--- config.mk ---
export PLATFORM = sky130hd
export DESIGN_NAME = layer_scheduler
export DESIGN_NICKNAME = d
export VERILOG_FILES = /design/src/rtl/layer_scheduler.sv
export SDC_FILE = /design/constraint.sdc
export NUM_CORES = 1
export LEC_CHECK = 0
export CAP_MARGIN = 15
export CORE_UTILIZATION = 30
export CTS_CLUSTER_SIZE = 8
export DETAILED_ROUTE_END_ITERATION = 6
export DONT_BUFFER_PORTS = 1
export GPL_TIMING_DRIVEN = 0
export SYNTH_ARGS = -nofsm -noshare
export SYNTH_HDL_FRONTEND = slang
export SYNTH_SLANG_ARGS = --single-unit
--- constraint.sdc ---
create_clock -name clk -period 5.8 [get_ports clk]
set_clock_uncertainty 0.1 [all_clocks]
set_input_delay 0.58 -clock clk [delete_from_list [all_inputs] [get_ports clk]]
set_output_delay 0.58 -clock clk [all_outputs]
set_load 0.01 [all_outputs]
--- src/rtl/layer_scheduler.sv ---
// -----------------------------------------------------------------------------
// layer_scheduler
//
// Multi-layer sequencer for the convolution pipeline. Runs NUM_LAYERS compute
// engines in order: it pulses layer_start to the selected engine, waits for
// layer_done, and then (except after the last layer) streams the (x, y, ch)
// write-index sequence that moves that layer's output into the next layer's
// input memory. A watchdog on the done-wait can push the sequencer into an
// error state. abort returns to idle from any state.
//
// Ports:
//   clk          rising-edge clock
//   reset_n      asynchronous active-low reset
//   start        begin a run (sampled in IDLE, DONE and ERROR only)
//   abort        synchronous abort, forces IDLE on the next cycle
//   busy         high in START, WAIT and XFER
//   done         one-cycle pulse when the last layer completes
//   err          watchdog fired; held until the next start, abort or reset
//   layer_sel    index of the active layer
//   layer_start  one-cycle start pulse to the selected engine
//   layer_done   completion strobe from the selected engine (WAIT only)
//   xfer_valid   write index valid toward the next-layer input memory
//   xfer_ready   memory accepts the beat
//   xfer_x/y/ch  column / row / channel write index
//   xfer_last    high with the final beat of a transfer
// -----------------------------------------------------------------------------
module layer_scheduler #(
    parameter int unsigned                   NUM_LAYERS = 3,
    parameter int unsigned                   IDX_W      = 16,
    parameter int unsigned                   LSEL_W     = 4,
    parameter logic [NUM_LAYERS*IDX_W-1:0]   LAYER_DIM  = {16'd0, 16'd13, 16'd26},
    parameter logic [NUM_LAYERS*IDX_W-1:0]   LAYER_CH   = {16'd0, 16'd16, 16'd16},
    parameter int unsigned                   TIMEOUT    = 0
) (
    input  logic              clk,
    input  logic              reset_n,
    input  logic              start,
    input  logic              abort,
    output logic              busy,
    output logic              done,
    output logic              err,
    output logic [LSEL_W-1:0] layer_sel,
    output logic              layer_start,
    input  logic              layer_done,
    output logic              xfer_valid,
    input  logic              xfer_ready,
    output logic [IDX_W-1:0]  xfer_x,
    output logic [IDX_W-1:0]  xfer_y,
    output logic [IDX_W-1:0]  xfer_ch,
    output logic              xfer_last
);

    typedef enum logic [2:0] {
        S_IDLE,
        S_START,
        S_WAIT,
        S_XFER,
        S_DONE,
        S_ERROR
    } state_t;

    localparam logic [IDX_W-1:0]  ONE        = IDX_W'(1);
    localparam logic [LSEL_W-1:0] LAST_LAYER = LSEL_W'(NUM_LAYERS - 1);
    localparam logic [31:0]       WD_LIMIT   = (TIMEOUT == 0) ? 32'd0 : 32'(TIMEOUT - 1);

    state_t            state_q, state_d;
    logic [LSEL_W-1:0] sel_q;
    logic [31:0]       wd_q;
    logic [IDX_W-1:0]  x_q, y_q, ch_q;
    logic              last_q;

    // Per-layer dimension tables, padded to the full layer_sel range so the
    // lookup index never needs a width change.
    logic [IDX_W-1:0] dim_tab [2**LSEL_W];
    logic [IDX_W-1:0] ch_tab  [2**LSEL_W];

    genvar g;
    generate
        for (g = 0; g < 2**LSEL_W; g++) begin : g_tab
            if (g < NUM_LAYERS) begin : g_used
                assign dim_tab[g] = LAYER_DIM[g*IDX_W +: IDX_W];
                assign ch_tab[g]  = LAYER_CH[g*IDX_W +: IDX_W];
            end else begin : g_unused
                assign dim_tab[g] = '0;
                assign ch_tab[g]  = '0;
            end
        end
    endgenerate

    logic [IDX_W-1:0] dim_m1, ch_m1;
    logic [IDX_W-1:0] nx, ny, nch;
    logic             x_wrap, y_wrap, nlast, first_last;
    logic             last_layer, wd_expire;

    assign dim_m1     = dim_tab[sel_q] - ONE;
    assign ch_m1      = ch_tab[sel_q] - ONE;
    assign last_layer = (sel_q == LAST_LAYER);
    assign wd_expire  = (TIMEOUT != 0) && (wd_q == WD_LIMIT);

    // Next index triple in x-fastest order, and whether that next beat is
    // the final one. xfer_last is registered alongside the indices, so it is
    // computed from the indices the register is about to take.
    always_comb begin
        x_wrap     = (x_q == dim_m1);
        y_wrap     = (y_q == dim_m1);
        nx         = x_wrap ? '0 : x_q + ONE;
        ny         = x_wrap ? (y_wrap ? '0 : y_q + ONE) : y_q;
        nch        = (x_wrap && y_wrap) ? ch_q + ONE : ch_q;
        nlast      = (nx == dim_m1) && (ny == dim_m1) && (nch == ch_m1);
        // A 1x1x1 transfer is last on its very first beat.
        first_last = (dim_m1 == '0) && (ch_m1 == '0);
    end

    // State register
    always_ff @(posedge clk or negedge reset_n) begin
        if (!reset_n) begin
            state_q <= S_IDLE;
        end else begin
            state_q <= state_d;
        end
    end

    // Next-state logic
    always_comb begin
        state_d = state_q;
        if (abort) begin
            state_d = S_IDLE;
        end else begin
            unique case (state_q)
                S_IDLE:  if (start) state_d = S_START;
                S_START: state_d = S_WAIT;
                S_WAIT: begin
                    // layer_done takes priority over a coincident watchdog expiry
                    if (layer_done)     state_d = last_layer ? S_DONE : S_XFER;
                    else if (wd_expire) state_d = S_ERROR;
                end
                S_XFER:  if (xfer_ready && last_q) state_d = S_START;
                S_DONE:  state_d = start ? S_START : S_IDLE;
                S_ERROR: if (start) state_d = S_START;
                default: state_d = S_IDLE;
            endcase
        end
    end

    // Datapath registers: layer select, watchdog and transfer indices
    always_ff @(posedge clk or negedge reset_n) begin
        if (!reset_n) begin
            sel_q  <= '0;
            wd_q   <= '0;
            x_q    <= '0;
            y_q    <= '0;
            ch_q   <= '0;
            last_q <= 1'b0;
        end else if (abort) begin
            sel_q  <= '0;
            wd_q   <= '0;
            x_q    <= '0;
            y_q    <= '0;
            ch_q   <= '0;
            last_q <= 1'b0;
        end else begin
            unique case (state_q)
                S_IDLE, S_DONE, S_ERROR: begin
                    if (start) sel_q <= '0;
                end
                S_START: begin
                    wd_q <= '0;
                end
                S_WAIT: begin
                    wd_q <= wd_q + 32'd1;
                    if (layer_done && !last_layer) begin
                        x_q    <= '0;
                        y_q    <= '0;
                        ch_q   <= '0;
                        last_q <= first_last;
                    end
                end
                S_XFER: begin
                    if (xfer_ready) begin
                        if (last_q) begin
                            sel_q  <= sel_q + LSEL_W'(1);
                            x_q    <= '0;
                            y_q    <= '0;
                            ch_q   <= '0;
                            last_q <= 1'b0;
                        end else begin
                            x_q    <= nx;
                            y_q    <= ny;
                            ch_q   <= nch;
                            last_q <= nlast;
                        end
                    end
                end
                default: ;
            endcase
        end
    end

    // Output decode
    always_comb begin
        busy        = 1'b0;
        done        = 1'b0;
        err         = 1'b0;
        layer_start = 1'b0;
        xfer_valid  = 1'b0;
        unique case (state_q)
            S_START: begin
                busy        = 1'b1;
                layer_start = 1'b1;
            end
            S_WAIT:  busy = 1'b1;
            S_XFER: begin
                busy       = 1'b1;
                xfer_valid = 1'b1;
            end
            S_DONE:  done = 1'b1;
            S_ERROR: err  = 1'b1;
            default: ;
        endcase
    end

    assign layer_sel = sel_q;
    assign xfer_x    = x_q;
    assign xfer_y    = y_q;
    assign xfer_ch   = ch_q;
    assign xfer_last = last_q;

endmodule

Word level (Yosys, flattened, before mapping)
Memories as Yosys holds them, arrays and structs flattened.
Cells that the tools add are included.
{ "word_totals": {"ff_bits": 56, "romBits": 512, "word_cells": 95, "mem_count": 2} }
{ "classes": {"n_addsub": 6, "order_cmp": 1, "eq_ne": 18, "n_mux": 43, "bitwise_logic": 1, "reduce_logical": 18} }
{ "mem_list": {"columns": ["memory", "depth", "word_bits", "read_ports", "rd_clocked_by_memory_dff", "wr", "line_no", "rtl"], "rows": [
  ["(name not given)", 16, 16, 1, 0, 0, "96", "assign ch_m1 = ch_tab[sel_q] - ONE;"],
  ["(name not given)", 16, 16, 1, 0, 0, "95", "assign dim_m1 = dim_tab[sel_q] - ONE;"]
]} }
{ "op_table": {"columns": ["cell", "count"], "rows": [
  ["16-bit 2-to-1 mux", 18],
  ["16-bit one-hot mux with 2 select lines", 3],
  ["16-bit == test", 5],
  ["16-bit by 1-bit adder with 16-bit output, second input constant", 3],
  ["16-bit zero test", 2],
  ["16-bit by 1-bit subtractor with 16-bit output, second input constant", 2],
  ["3-bit inequality test, second input constant", 6],
  ["4-bit 2-to-1 mux", 4],
  ["3-bit 2-to-1 mux", 5],
  ["3-bit one-hot mux with 5 select lines", 1],
  ["1-bit 2-to-1 mux", 10],
  ["4-bit one-hot mux with 2 select lines", 1],
  ["3-bit by 2-bit == test with 1-bit output, second input constant", 2],
  ["3-bit == test, second input constant", 2],
  ["1-bit logical AND", 6],
  ["3-bit AND reduction", 2],
  ["3-bit nonzero test", 2],
  ["3-bit OR reduction", 2],
  ["5-bit greater-or-equal comparator, second input constant", 1],
  ["4-bit inverter with 5-bit output", 1],
  ["4-bit by 1-bit adder with 4-bit output, second input constant", 1],
  ["4-bit by 2-bit == test with 1-bit output, second input constant", 1],
  ["4-bit AND reduction", 1],
  ["3-bit by 1-bit == test with 1-bit output, second input constant", 1],
  ["5 further kinds", 5]
]} }

Longest topological paths before layout
{ "depth": {"ltp_word": 15, "mapped_depth": 23, "ltp_nobuf": 17} }

Least setup slack after synthesis
OpenSTA, ideal clock, no wires.
{ "synth_path": {"kind": "register to register", "from": "register sel_q[1], in the netlist layer_sel[1]", "to": "register last_q, in the netlist xfer_last", "setup_time_ns": 0.076, "t_arrival_ns": 4.954, "required_ns": 5.624, "setup_slack_ns": 0.670, "path_stages_with_launch": 21, "path_buffers": 4, "period_less_slack_ns": 5.130, "path_cell_list": "dfrtp_1 -> inv_1 -> ha_1 -> or3b_1 -> buf_2 -> ha_1 -> buf_2 -> and3_1 -> ha_1 -> buf_6 -> or3_4 -> a2111oi_4 -> nand3_2 -> or3_1 -> buf_6 -> or4_4 -> a21oi_2 -> nand3_1 -> a41o_1 -> or4_1 -> o21ai_1"} }
{ "synth_between": {"elab_chain_len": 15} }
{ "synth_lines": {"columns": ["item", "line_no", "rtl"], "rows": [
  ["from (decl)", "67", "logic [LSEL_W-1:0] sel_q;"],
  ["from (signal assigned)", "181", "sel_q <= sel_q + LSEL_W'(1);"],
  ["4-bit inverter with 5-bit output (not written as such)", "95, 96", null],
  ["memory read 16 x 16 bit", null, null],
  ["16-bit 2-to-1 mux (not written as such) (2 in a row)", "95", null],
  ["16-bit by 1-bit subtractor with 16-bit output", "95", null],
  ["16-bit == test", "105", "y_wrap = (y_q == dim_m1);"],
  ["16-bit 2-to-1 mux (2 in a row)", "107", "ny = x_wrap ? (y_wrap ? '0 : y_q + ONE) : y_q;"],
  ["16-bit == test", "109", "nlast = (nx == dim_m1) && (ny == dim_m1) && (nch == ch_m1);"],
  ["1-bit logical AND (2 in a row)", "109", null],
  ["1-bit 2-to-1 mux", "180", "if (last_q) begin"],
  ["1-bit 2-to-1 mux", "179", "if (xfer_ready) begin"],
  ["1-bit one-hot mux with 2 select lines", "162", "unique case (state_q)"],
  ["1-bit 2-to-1 mux", "154", "end else if (abort) begin"],
  ["to (signal assigned)", "175", "last_q <= first_last;"],
  ["to (signal assigned)", "190", "last_q <= nlast;"],
  ["to (decl)", "70", "logic last_q;"]
]} }
Several ways; a longest one is shown, not always the timed one. The select of a mux whose other input is x is not followed.
A chain may end at the register's enable or synchronous reset.

Final worst setup path
Same ends and word-level chain as after synthesis.

==> impl.org <==
** Status
- The run finished with clean final reports.

** Timing
- Adding up every negative setup slack in the final design gives 0 ns.
- Measured against its own limit, the worst slew margin works out to 0.258.
- Subtracting the final worst setup slack from the clock period gives 5.56 ns.
- Worst path setup slack after routing :: 0.237 ns
- Worst-margin pin slew :: 1.10 ns
- Based on the critical path, the design can be clocked at up to 0.180 GHz.
- Final worst-path cycle share :: 0.959
- Setup violations remaining at the end of the flow were counted as 0.
- Final number of max-transition violations :: 0
- Final hold analysis gives a worst-case slack of 0.0295 ns.
- The number of hold-slack violations in the final timing report was 0.

** Critical path
- The number of buffers and inverters on the critical path is 6.
- Largest delay contributor family on the critical path :: simple AND/OR/NAND/NOR gates
- The worst setup path is of the flop to flop kind.
- Endpoint kind of the worst setup timing path :: flop
- Data on the critical path is required at its endpoint by 5.94 ns.
- Largest incremental delay on the critical path :: 0.52 ns
- The critical path ends at xfer_last$_DFFE_PN0P_.
- Crit Reg-Reg Startpoint :: layer_sel[1]$_DFFE_PN0P_
- STA classifies the critical path startpoint as a flop.
- Walking the worst path, the cells encountered are inv_1, ha_1, or3b_1, buf_2, ha_1, buf_2, and3_1, ha_1, buf_6, or3_4, a2111oi_4, nand3_2, or3_1, buf_6, buf_6, a2bb2oi_1, o31ai_1, or4_1, o21ai_1, o2111ai_1, or4_1, o21ai_1.
- Worst setup path startpoint :: layer_sel[1]$_DFFE_PN0P_
- On the critical path, the stage with the largest delay is an instance of sky130_fd_sc_hd__or4_1.
- Along the worst path, the maximum fanout reaches 11.
- Arrival @ worst endpoint :: 5.70 ns
- Setup slack of the worst register-to-register path :: 0.24 ns
- Counting cells, the worst reg-to-reg path comes to 22.
- Endpoint of the most critical register-to-register path :: xfer_last$_DFFE_PN0P_
- Crit path depth :: 22

** Global routing
- For this run, the total global-route usage over all layers was measured as 0.193.
- The number of antenna violations at the first check in global routing is 0.
- Largest net degree at the start of global routing :: 57
- First-pass GRT wire length :: 24200 um
- Sum of overflow across all layers after global routing :: 0
- Via count of the first global-routing pass :: 4343

** Finish
- Final std cell area, no fill :: 5230 um2
- Sequential cell area :: 1400 um2
- Area of the multi-input gates :: 3070 um2
- Layout cell share with drive strength beyond 1 :: 0.0900
- Post-synthesis to final-layout area growth :: 11.2%
- The repair_antennas step left the layout with diodes totalling 0.
- Total number of nets in the final design :: 637
- Fill cells in the final layout number 1621.

** Pwr
- Of the total power, the share spent switching nets is 0.259.
- Combinational fraction of design power :: 0.088
- Part of the power in registers :: 0.499
- The worst-case IR drop observed on VDD is 93.2 uV.
- For this design the ratio of total power to cell area is 151 nW/um2.
- Switching power :: 0.000205 W
- Of the total power, the clock network draws 0.412.
- Power comes to 0.000791 W.
- Static Leakage :: 2.07 nW
- Internal Pwr Total :: 0.000586 W

** CTS
- Clock root buffer master :: sky130_fd_sc_hd__clkbuf_16
- TritonCTS clock tree :: done
- Clock insertion delay at the later pin of the skew report :: 0.31 ns
- CTS HTree Levels :: 2
- No sink is reached through more buffers than the 2 on the longest clock path.
- After clock tree synthesis, the clock-pin slew on the worst setup and hold paths is 0.07 ns.
- CTS Sinks :: 56
- Clock buffers created by TritonCTS :: 5

** Synthesis
- Most instantiated library cell after synthesis :: sky130_fd_sc_hd__nand2_1
- Synthesized area per cell :: 7.71 um2
- The synthesized design spends more area on one cell type than any other, namely sky130_fd_sc_hd__dfrtp_1.
- Distinct cell type count after synthesis :: 64
- After synthesis, the share of flip-flops with an asynchronous set or reset is 1.00.
- Among all flip-flop cells after synthesis, the most frequent one is sky130_fd_sc_hd__dfrtp_1.
- Counting flops with a built-in enable in the synthesized netlist gives 0.
- The commonest cells after synthesis are 69 x sky130_fd_sc_hd__nand2_1, 62 x sky130_fd_sc_hd__o21ai_0, 56 x sky130_fd_sc_hd__dfrtp_1.
- Seq cells post-synth :: 56
- Sequential share of the synthesized area :: 0.298
- Ranked by total cell area, the synthesized netlist is headed by sky130_fd_sc_hd__dfrtp_1 30%, sky130_fd_sc_hd__o21ai_0 6.6%, sky130_fd_sc_hd__nand2_1 5.5%.
- Synthesis produced a netlist with a net count of 625.
- Synthesis handed over a netlist of 609 instances.
- The mapped netlist covers 4700 um2.
- Of the post-synthesis cell area, the dominant cell type holds 0.298.
- Yosys printed 0 warnings.

** Route
- Via count :: 4644
- Number of DRC markers in iteration 0 :: 388
- The final layout contains routed wiring with a total length of 15100 um.
- Using the TritonRoute via totals, the vias-per-cell ratio works out to 5.58.
- Once detail routing completed, the nets flagged for antenna violations numbered 0.
- For this run, the detailed router's first-pass iteration total came to 5.
- Average routed wire per standard cell :: 18.2 um
- In the routed design, unresolved DRC markers number 0.

** Floorplanning
- The floorplan has 45 rows.
- X dimension of the die :: 127 um
- The floorplan step defined a die boundary enclosing 16200 um2.
- IO Count :: 64
- Starting utilization of the core area :: 0.308
- Vertical die dimension :: 127 um
- Floorplan Core Area :: 15300 um2

** Job
- Max-cap viol count :: 0

** Placed design
- IO buf count :: 0
- Half-perimeter wire length of the detailed placement result :: 11100 um
- Placement Setup Slack :: -0.166 ns
- Routability-driven placement finished with a final weighted congestion of 0.911.
- Area after detailed placement :: 4960 um2

** Worst hold path
- The min-delay analysis places its worst path in the category primary input to asynchronous set/reset pin.
worst min-delay path by stage:
stage               slack (ns)  startpoint  depth (start not counted)                       end
global route              0.05     reset_n                          1    xfer_ch[0]$_DFFE_PN0P_
CTS                       0.04     reset_n                          1    xfer_ch[0]$_DFFE_PN0P_
finish                    0.03     reset_n                          1    state_q[2]$_DFFE_PN0P_
global placement          0.19     reset_n                          0     xfer_x[7]$_DFFE_PN0P_
detailed placement        0.19     reset_n                          0    state_q[2]$_DFFE_PN0P_
floorplan                 0.18     reset_n                          0  layer_sel[0]$_DFFE_PN0P_
power groups by stage:
stage	combinational (W)	sequential, W	clock (W)
finish	0.0000697	0.000395	0.000326
global route	0.0000770	0.000395	0.000348
CTS	0.0000702	0.000395	0.000337
detailed placement	0.0000595	0.000403	0
global placement	0.0000597	0.000403	0
floorplan	0.0000431	0.000402	0
logic make-up after synthesis:
family | after synthesis | synth area share
flip-flops | 56 | 0.298
AND/OR/NAND/NOR | 264 | 0.288
XOR/XNOR | 38 | 0.0708
buffers and inverters | 58 | 0.0573
adder cells (fa/ha/maj) | 10 | 0.0266
AO/OA/AOI/OAI | 174 | 0.239
multiplexers | 9 | 0.0194
final cells by class:
cell class,instances,area share
Buffer,48,0.0450
Clock buffer,6,0.0266
Clock inverter,2,0.00263
Inverter,10,0.00718
Multi-Input combinational cell,495,0.587
Sequential cell,56,0.269
Tap cell,211,0.0505
Timing Repair Buffer,5,0.0120
placed cells by master, fill, tap and decap left out, drive strengths merged, types with 4 or more instances in the layout:
cell type,count
a211oi,4
a21oi,26
a22o,11
a31oi,17
and2,5
and3,16
buf,22
clkbuf,36
dfrtp,56
ha,10
inv,11
mux2i,8
nand2,69
nand2b,8
nand3,35
nand4,13
nor2,54
nor2b,6
nor3,22
nor4,7
o211ai,4
o21ai,64
o22ai,5
o31ai,21
or3,9
or4,5
xnor2,20
xor2,18
what timing repair did:
action / in CTS / in global routing
gates resized for setup: 3 / 13
endpoints found under the hold margin: 56 / 0
hold buffers: 1 / 0
pin swaps: 0 / 2
buffers inserted: 0 / 4
endpoints found under the setup margin: 1 / 1
per-stage QoR:
stage,utilization,instances
after floorplan,-,609
after global placement,0.325,820
after detailed placement,0.325,820
after CTS,0.338,829
after global routing,0.342,833
final,0.342,833
state kept, by name, indices dropped and copies added, names as in the netlist:
register	flops
xfer_x	16
xfer_ch	16
xfer_y	16
state_q	3
layer_sel	4
xfer_last	1
routing by layer:
metal	global-route usage	up-vias	share of wire
met5	0	-	0
met4	0.0588	0	0.016
met3	0.0490	15	0.091
met2	0.302	182	0.45
met1	0.260	2181	0.45
li1	-	2266	-
Note: power is estimated with default switching activity, not from simulation.
